<file path="config.mk">
export PLATFORM = sky130hd
export DESIGN_NAME = led_blink_arbiter
export DESIGN_NICKNAME = d
export VERILOG_FILES = /design/src/rtl/led_arb_pkg.sv /design/src/rtl/led_blink_arbiter_rr_pick.sv /design/src/rtl/led_blink_arbiter.sv
export SDC_FILE = /design/constraint.sdc
export NUM_CORES = 1
export LEC_CHECK = 0
export ABC_AREA = 1
export CAP_MARGIN = 40
export CORE_ASPECT_RATIO = 0.8
export CORE_UTILIZATION = 45
export CTS_BUF_LIST = sky130_fd_sc_hd__clkbuf_4 sky130_fd_sc_hd__clkbuf_8 sky130_fd_sc_hd__clkbuf_16
export CTS_CLUSTER_DIAMETER = 100
export DETAILED_ROUTE_END_ITERATION = 10
export GPL_TIMING_DRIVEN = 0
export PLACE_DENSITY_LB_ADDON = 0.08
export SKIP_CTS_REPAIR_TIMING = 1
export SKIP_LAST_GASP = 1
export SLEW_MARGIN = 20
export SYNTH_ARGS = -nofsm -noshare
export SYNTH_HDL_FRONTEND = slang
export SYNTH_SLANG_ARGS = --single-unit
</file>
<file path="constraint.sdc">
create_clock -name clk -period 8 [get_ports clk]
set_clock_uncertainty 0.1 [all_clocks]
set_input_delay 2 -clock clk [delete_from_list [all_inputs] [get_ports clk]]
set_output_delay 2 -clock clk [all_outputs]
set_load 0.02 [all_outputs]
</file>
<file path="src/rtl/led_arb_pkg.sv">
// Shared definitions for the LED blink arbiter: FSM encoding and default widths.
package led_arb_pkg;

    localparam int unsigned N_REQ_DEF = 4;
    localparam int unsigned CNT_W_DEF = 24;
    localparam int unsigned BLK_W_DEF = 4;

    typedef logic [1:0] state_t;

    localparam state_t IDLE = 2'd0;
    localparam state_t ON   = 2'd1;
    localparam state_t OFF  = 2'd2;
    localparam state_t DONE = 2'd3;

endpackage

</file>
<file path="src/rtl/led_blink_arbiter_rr_pick.sv">
// Combinational round-robin picker: first requester at or after ptr, wrapping.
module rr_pick #(
    parameter int unsigned N     = 4,
    parameter int unsigned IDX_W = (N > 1) ? $clog2(N) : 1
) (
    input  logic [N-1:0]     req,
    input  logic [IDX_W-1:0] ptr,
    output logic [N-1:0]     gnt,
    output logic [IDX_W-1:0] idx,
    output logic             any
);

    int unsigned j;

    always_comb begin : pick
        gnt = '0;
        idx = '0;
        any = 1'b0;
        j   = 0;
        for (int unsigned i = 0; i < N; i++) begin
            j = 32'(ptr) + i;
            if (j >= N) begin
                j = j - N;
            end
            if (!any && req[IDX_W'(j)]) begin
                any              = 1'b1;
                idx              = IDX_W'(j);
                gnt[IDX_W'(j)]   = 1'b1;
            end
        end
    end

endmodule

</file>
<file path="src/rtl/led_blink_arbiter.sv">
// Shares one LED among N_REQ requesters; each grant runs a latched blink burst
// to completion (or until its requester drops), owners chosen round-robin.
module led_blink_arbiter
    import led_arb_pkg::*;
#(
    parameter int unsigned N_REQ = N_REQ_DEF,
    parameter int unsigned CNT_W = CNT_W_DEF,
    parameter int unsigned BLK_W = BLK_W_DEF
) (
    input  logic                     clk,
    input  logic                     rst,
    input  logic [N_REQ-1:0]         req,
    input  logic [N_REQ*CNT_W-1:0]   half_period,
    input  logic [N_REQ*BLK_W-1:0]   n_blinks,
    output logic [N_REQ-1:0]         grant,
    output logic [N_REQ-1:0]         done,
    output logic                     busy,
    output logic                     led
);

    localparam int unsigned IDX_W = $clog2(N_REQ);

    logic [CNT_W-1:0] hp_arr [N_REQ];
    logic [BLK_W-1:0] nb_arr [N_REQ];

    for (genvar g = 0; g < N_REQ; g++) begin : g_unpack
        assign hp_arr[g] = half_period[g*CNT_W +: CNT_W];
        assign nb_arr[g] = n_blinks[g*BLK_W +: BLK_W];
    end

    state_t           state;
    state_t           next_state;
    logic [IDX_W-1:0] rr_ptr;
    logic [IDX_W-1:0] owner;
    logic [IDX_W-1:0] pick_idx;
    logic [N_REQ-1:0] pick_gnt;
    logic             pick_any;
    logic [CNT_W-1:0] h_last;
    logic [CNT_W-1:0] phase;
    logic [BLK_W-1:0] blk;
    logic             zero_hold;
    logic [CNT_W-1:0] pick_h;
    logic [BLK_W-1:0] pick_b;
    logic             phase_end;
    logic             owner_req;
    logic [N_REQ-1:0] owner_oh;
    logic [N_REQ-1:0] sel_oh;

    logic             led_d;
    logic             busy_d;
    logic [N_REQ-1:0] grant_d;
    logic [N_REQ-1:0] done_d;

    rr_pick #(
        .N     (N_REQ),
        .IDX_W (IDX_W)
    ) u_pick (
        .req (req),
        .ptr (rr_ptr),
        .gnt (pick_gnt),
        .idx (pick_idx),
        .any (pick_any)
    );

    assign pick_h    = hp_arr[pick_idx];
    assign pick_b    = nb_arr[pick_idx];
    assign phase_end = (phase == h_last);
    assign owner_req = req[owner];
    assign owner_oh  = N_REQ'(1) << owner;

    always_ff @(posedge clk or posedge rst) begin : state_reg
        if (rst) begin
            state <= IDLE;
        end else begin
            state <= next_state;
        end
    end

    always_comb begin : next_state_logic
        next_state = state;
        unique case (state)
            IDLE: begin
                if (pick_any) begin
                    next_state = (pick_b == '0) ? DONE : ON;
                end
            end
            ON: begin
                if (!owner_req) begin
                    next_state = IDLE;
                end else if (phase_end) begin
                    next_state = OFF;
                end
            end
            OFF: begin
                if (!owner_req) begin
                    next_state = IDLE;
                end else if (phase_end) begin
                    next_state = (blk == BLK_W'(1)) ? DONE : ON;
                end
            end
            DONE: begin
                // A zero-blink burst spends its grant cycle here before the done cycle.
                if (!zero_hold) begin
                    next_state = IDLE;
                end
            end
            default: next_state = IDLE;
        endcase
    end

    always_comb begin : output_logic
        led_d   = 1'b0;
        busy_d  = 1'b0;
        grant_d = '0;
        done_d  = '0;
        sel_oh  = (state == IDLE) ? pick_gnt : owner_oh;
        led_d   = (next_state == ON);
        busy_d  = (next_state != IDLE);
        if (next_state == ON || next_state == OFF ||
            (state == IDLE && next_state == DONE)) begin
            grant_d = sel_oh;
        end
        if (next_state == DONE && state != IDLE) begin
            done_d = sel_oh;
        end
    end

    always_ff @(posedge clk or posedge rst) begin : output_reg
        if (rst) begin
            led   <= 1'b0;
            busy  <= 1'b0;
            grant <= '0;
            done  <= '0;
        end else begin
            led   <= led_d;
            busy  <= busy_d;
            grant <= grant_d;
            done  <= done_d;
        end
    end

    // Burst parameters are captured only at grant; H is stored as its last phase value.
    always_ff @(posedge clk or posedge rst) begin : datapath_reg
        if (rst) begin
            rr_ptr    <= '0;
            owner     <= '0;
            h_last    <= '0;
            blk       <= '0;
            phase     <= '0;
            zero_hold <= 1'b0;
        end else begin
            zero_hold <= 1'b0;
            unique case (state)
                IDLE: begin
                    if (pick_any) begin
                        owner     <= pick_idx;
                        h_last    <= (pick_h == '0) ? '0 : pick_h - CNT_W'(1);
                        blk       <= pick_b;
                        phase     <= '0;
                        zero_hold <= (pick_b == '0);
                        rr_ptr    <= (pick_idx == IDX_W'(N_REQ - 1)) ? '0
                                                                   : pick_idx + IDX_W'(1);
                    end
                end
                ON: begin
                    phase <= (next_state == ON) ? phase + CNT_W'(1) : '0;
                end
                OFF: begin
                    phase <= (next_state == OFF) ? phase + CNT_W'(1) : '0;
                    if (phase_end) begin
                        blk <= blk - BLK_W'(1);
                    end
                end
                default: ;
            endcase
        end
    end

endmodule

</file>
### Word-level counts from Yosys, hierarchy flattened

Index checks and enable logic that the tools add are counted.

| cells by class | value |
|---|---|
| div/mod/pow operators | 0 |
| reduce and logical (&&, ||, !) cells | 24 |
| multiplexer cells | 63 |
| eq/ne operators | 11 |
| shift operators | 1 |
| order comparisons | 14 |
| multiply operators | 0 |
| $add $sub $neg | 11 |
| bitwise gates (word level) | 4 |

Operator list:

| kind | count |
|---|---|
| $mux W24 | 6 |
| $pmux W24 S3 | 1 |
| $bmux W24 S2 | 1 |
| $mux W4 | 11 |
| $mux W2 | 17 |
| $add A24 B1 Y24 const B | 1 |
| $eq A24 B24 Y1 | 1 |
| $logic_not A24 Y1 | 1 |
| $sub A24 B1 Y24 const B | 1 |
| $lt A2 B3 Y1 const B | 5 |
| $mux W1 | 15 |
| $ge A3 B3 Y1 const B | 4 |
| $or A4 B4 Y4 | 3 |
| $bmux W1 S2 | 5 |
| $eq A2 B2 Y1 const B | 5 |
| $logic_and A1 B1 Y1 | 9 |
| $bmux W4 S2 | 1 |
| $demux W1 S2 | 4 |
| $ge A2 B1 Y1 const B | 4 |
| $pmux W2 S4 | 1 |
| $pmux W4 S2 | 1 |
| $sub A2 B1 Y2 const B | 4 |
| $add A2 B2 Y3 const B | 2 |
| $reduce_bool A2 Y1 | 3 |
| other kinds (16) | 22 |

| word-level totals | value |
|---|---|
| ROM bits | 0 |
| register bits after elaboration | 69 |
| memories | 0 |
| memory bits (writable) | 0 |
| latch bits | 0 |
| input port bits | 118 |
| output and inout bits | 10 |

### Longest topological paths before layout

| logic depth | value |
|---|---|
| depth in word-level cells | 26 |
| mapped depth | 29 |
| mapped depth without buffers | 27 |

### By module

A second synthesis with hierarchy kept.

| second synthesis, totals | value |
|---|---|
| cell total of the unflattened synthesis | 865 |
| area total of the unflattened synthesis | 5615.4 um^2 |

By module, submodules not included:

| module | cells an instance | sequential area each (um^2) | instances | area an instance (um^2) |
|---|---|---|---|---|
| led_blink_arbiter | 791 | 1726.7 | 1 | 5175.0 |
| rr_pick | 74 | 0.0 | 1 | 440.4 |

### Worst setup path before layout

No wires, ideal clock.

| timing path | value |
|---|---|
| path type | input-to-reg |
| start point | input port req[2] |
| end point | register phase[16] |
| path slack | 2.872 ns |
| setup time | 0.136 ns |
| data required time | 7.764 ns |
| stages on the path | 27 |
| arrival time | 4.892 ns |
| path through | inv_1 > nand2_1 > nand3_1 > nand2_2 > inv_4 > nand3_2 > nand2_1 > nand2_2 > nand2_2 > buf_4 > buf_4 > inv_2 > or2_1 > o21ai_0 > o22ai_1 > nor2_1 > nand4_1 > nand2_1 > nand2_1 > ha_1 > a22o_1 > nand2_1 > inv_1 > nor2_1 > inv_1 > o21ai_0 > a22oi_1 |

| between the ends | value |
|---|---|
| longest elaborated chain between the ends | 23 |

RTL lines:

| element | line | RTL |
|---|---|---|
| start: declaration | led_blink_arbiter.sv:12 | `input logic [N_REQ-1:0] req,` |
| $bmux W1 S2 | led_blink_arbiter_rr_pick.sv:25 | `if (!any && req[IDX_W'(j)]) begin` |
| $mux W1 (implied by the code) | led_blink_arbiter_rr_pick.sv:25 |  |
| $mux W1 | led_blink_arbiter_rr_pick.sv:25 |  |
| $logic_not A1 Y1 | led_blink_arbiter_rr_pick.sv:25 |  |
| $logic_and A1 B1 Y1 | led_blink_arbiter_rr_pick.sv:25 |  |
| $mux W1 | led_blink_arbiter_rr_pick.sv:25 |  |
| $logic_not A1 Y1 | led_blink_arbiter_rr_pick.sv:25 |  |
| $logic_and A1 B1 Y1 | led_blink_arbiter_rr_pick.sv:25 |  |
| [8 not listed] | -- |  |
| $logic_not A4 Y1 | led_blink_arbiter.sv:84 | `next_state = (pick_b == '0) ? DONE : ON;` |
| $mux W2 | led_blink_arbiter.sv:84 |  |
| $mux W2 | led_blink_arbiter.sv:83 | `if (pick_any) begin` |
| $pmux W2 S4 (*) | led_blink_arbiter.sv:81 | `unique case (state)` |
| $eq A2 B1 Y1 (*) | -- |  |
| named net led_d | led_blink_arbiter.sv:49 | `logic led_d;` |
| $mux W24 (*) | led_blink_arbiter.sv:166 | `phase <= (next_state == ON) ? phase + CNT_W'(1) : '0;` |
| $pmux W24 S3 (*) | led_blink_arbiter.sv:153 | `unique case (state)` |
| end signal: assignment | led_blink_arbiter.sv:166 |  |
| end signal: assignment | led_blink_arbiter.sv:169 | `phase <= (next_state == OFF) ? phase + CNT_W'(1) : '0;` |
| end: declaration | led_blink_arbiter.sv:39 | `logic [CNT_W-1:0] phase;` |

Mark *: on every way through the listed nets, which the timed path passes. The rest lies on a longest branch. The select of a mux whose other input is x is not followed.
A chain may end at the register's enable or synchronous reset.

### Worst setup path after layout

| timing path | value |
|---|---|
| start point | input port req[3] |
| end point | register phase[16] |

| between the ends | value |
|---|---|
| longest elaborated chain between the ends | 23 |

RTL lines:

| element | line | RTL |
|---|---|---|
| $bmux W1 S2 | led_blink_arbiter_rr_pick.sv:25 |  |
| $mux W1 (implied by the code) | led_blink_arbiter_rr_pick.sv:25 |  |
| $mux W1 | led_blink_arbiter_rr_pick.sv:25 |  |
| $logic_not A1 Y1 | led_blink_arbiter_rr_pick.sv:25 |  |
| $logic_and A1 B1 Y1 | led_blink_arbiter_rr_pick.sv:25 |  |
| $mux W1 | led_blink_arbiter_rr_pick.sv:25 |  |
| $logic_not A1 Y1 | led_blink_arbiter_rr_pick.sv:25 |  |
| $logic_and A1 B1 Y1 | led_blink_arbiter_rr_pick.sv:25 |  |
| [8 not listed] | -- |  |
| $logic_not A4 Y1 | led_blink_arbiter.sv:84 |  |
| $mux W2 | led_blink_arbiter.sv:84 |  |
| $mux W2 | led_blink_arbiter.sv:83 |  |
| $pmux W2 S4 (*) | led_blink_arbiter.sv:81 |  |
| named net next_state[1] | led_blink_arbiter.sv:32 | `state_t next_state;` |
| $eq A2 B2 Y1 / $eq A2 B1 Y1 (equally long branches) | led_blink_arbiter.sv:169, led_blink_arbiter.sv:166 |  |
| $mux W24, on equally long branches | led_blink_arbiter.sv:169, led_blink_arbiter.sv:166 |  |
| $pmux W24 S3 (*) | led_blink_arbiter.sv:153 |  |

Marked as above.

==> out/metrics.yaml <==
critPathArrivalTime_ns: 6.52
wl_mm: 17.90
netlist_area_sq_um: 5993
synth_edf_count: 0
start_util_pct: 46.40
max_freq_mhz: 155.5
required_ns: 8.09
max-clock-path-buffers: 2
grt_pass1_vias: 6123
reg2reg_depth: 27
crit_path_end_kind: "flop"
cap_violations: 0
min_period_over_period_pct: 80.38
cp_max_fo: 10
reg.largest.list: "h_last: 24 flops, phase: 24 flops"
status: "finished clean"
grt_first_pass_wirelength_mm: 29.89
start_kind: "input port"
seq_area_frac_synth_pct: 28.81
grt_overflow_total: 0
grt_usage_pct: 27.72
synth_flop_cell: "dfrtp_1"
final_area_sq_um: 7824
slew_violations: 0
vias: 6520
synth_cell_type_count: 49
wire_per_inst_microns: 14.40
insertion_delay_ns: 0.33
drt-vias-per-instance: 5.245
netlist_instances: 925
cts_tree: "yes"
routabilityCongestion: 0.9019
area_growth_pct: 30.54
rsz0062_at_grt: "no"
layout_setup_ws_ns: 1.570
synth-seq-cells: 69
worstMarginPinSlew_ns: 0.5627
worstSetupPathType: "in2reg"
hold_violations: 0
place_ws_ns: 1.319
worstHoldPathType: "reg2reg"
grt_max_degree: 39
io_pins: 128
dieArea_sq_um: 13790
rows: 37
setup_violations: 0
clock-sinks: 69
antenna_found_initial: 0
cpPeakStageDelay_ns: 0.56
setup_tns_ns: 0
drt_iter0_markers: 564
final_layout_size_suffix_gt1_share_pct: 6.742
finalNetCount: 1202
synthesis.nets: 1063
synth-async-reset-ratio_pct: 100.0
firstDrtPassIters: 5
path_clk_slew_ns: 0.06
syn_avg_cell_area_sq_um: 6.479
yosysTopAreaCell: "dfrtp_1"
cts_root_buffer: "clkbuf_16"
yosysTopAreaCellShare_pct: 28.81
htree_levels: 3
hold_depth: 2
yosysWarnings: 0
crit_path_top_delay_cell: "clkdlybuf4s50_1"
die_h_microns: 105.2
chipWidth_microns: 131.0
dp_hpwl_mm: 14.49
port_buffers: 127
placed_cell_area_sq_um: 7506
final.min_clock_period_ns: 6.430
cts_buffers: 9
post-route-drc-count: 0
cp_common_cell: "nand2_1"
synthTopCellsByArea: "dfrtp_1 29%, nand2_1 18%, nand3_1 12%, inv_1 6.4%, ha_1 4.2%"
core_area_sq_um: 12920
insertedDiodeCount: 0
ant_nets: 0
slew_headroom_pct: 62.15
## metrics by stage
stage          utilization (%)  hold WS (ns)  instances
2_1_floorplan                -        0.3693        925
3_3_place_gp             57.94        0.3871       1227
3_5_place_dp             58.11        0.3950       1228
4_1_cts                  60.57        0.4109       1243
5_1_grt                  60.57        0.4285       1243
6_report                 60.57        0.4079       1243
## layout by cell type, fill, tap and decap left out, types with 2 or more instances in the layout
cell type | netlist | layout
nand2_1 | 286 | 286
nand3_1 | 144 | 144
clkdlybuf4s50_1 | 0 | 127
inv_1 | 102 | 101
dfrtp_1 | 69 | 69
nor2_1 | 64 | 64
o21ai_0 | 29 | 29
a21oi_1 | 28 | 28
ha_1 | 20 | 20
xnor2_1 | 18 | 18
xor2_1 | 16 | 16
nand3b_1 | 14 | 14
nand4_1 | 12 | 12
o21ai_1 | 12 | 12
nand2_2 | 10 | 10
nor3_1 | 10 | 10
buf_2 | 10 | 10
clkbuf_16 | 0 | 9
nor2_2 | 8 | 8
clkbuf_1 | 7 | 7
buf_4 | 6 | 6
inv_2 | 5 | 5
o22ai_1 | 5 | 5
a211oi_1 | 4 | 4
buf_6 | 4 | 4
o211ai_1 | 4 | 4
a22oi_1 | 3 | 3
nand3_2 | 3 | 3
nor2_4 | 3 | 3
a221oi_1 | 3 | 3
inv_4 | 1 | 2
a2bb2oi_1 | 2 | 2
nor4_1 | 2 | 2
a21boi_0 | 2 | 2
buf_1 | 2 | 2
buf_12 | 1 | 2
o221ai_1 | 2 | 2
bufinv_16 | 0 | 2
## synthesized netlist by cell type (3+ instances only)
library cell,instances
inv_2,5
a22oi_1,3
nand4_1,12
ha_1,20
xnor2_1,18
dfrtp_1,69
nand2_2,10
a221oi_1,3
buf_2,10
nor2_4,3
inv_1,102
a21oi_1,28
a211oi_1,4
nand3_2,3
xor2_1,16
nand2_1,286
nor2_2,8
nand3b_1,14
nor2_1,64
o21ai_0,29
clkbuf_1,7
o211ai_1,4
buf_6,4
o22ai_1,5
nand3_1,144
nor3_1,10
o21ai_1,12
buf_4,6
## cell families (layout without fill, tap and decap cells)
logic type               count (synthesis)  in the layout  share of synthesized area, %
buffers and inverters                  139            282                         10.29
AND/OR/NAND/NOR                        563            563                         41.98
XOR/XNOR                                34             34                         4.969
adder cells (fa/ha/maj)                 20             20                         4.175
AO/OA/AOI/OAI                          100            100                         9.771
flip-flops                              69             69                         28.81
## cell type report
class / instances / area (sq um)
Fill cell: 1274 / 5092
Multi-Input combinational cell: 717 / 3650
Sequential cell: 69 / 1727
Timing Repair Buffer: 128 / 1291
Inverter: 108 / 410.4
Clock buffer: 10 / 232.7
Tap cell: 175 / 219.0
Buffer: 31 / 209.0
Clock inverter: 5 / 85.08
## per-layer routing
layer  track usage [%]  up-vias  wire length, microns
met5                 0        -                     0
met4             6.732        0                   307
met3             4.924       24                  1082
met2             44.75      220                  8280
met1             38.16     2980                  8229
li1                  -     3296                     -
## path summary, 6_finish.rpt
kind                                        start                      to  slack (ns)
setup / recovery                           req[3]   phase[16]$_DFFE_PP0P_        1.57
hold / removal             h_last[22]$_DFFE_PP0P_  h_last[22]$_DFFE_PP0P_        0.41
setup reg to reg            rr_ptr[0]$_DFFE_PP0P_   phase[16]$_DFFE_PP0P_        2.72
hold reg to reg            h_last[22]$_DFFE_PP0P_  h_last[22]$_DFFE_PP0P_        0.41
max in group asynchronous                     rst  h_last[11]$_DFFE_PP0P_        5.35
min in group asynchronous                     rst    phase[8]$_DFFE_PP0P_        1.92
## worst max-delay path: cells and delay by family
kind	cells	cell delay, ns
adder cells (fa/ha/maj)	1	0.20
buffers and inverters	9	1.72
AND/OR/NAND/NOR	14	1.77
AO/OA/AOI/OAI	5	0.84
Power is not shown: default switching activity piles up to over one toggle a cycle in this logic, so the estimate is an artifact.
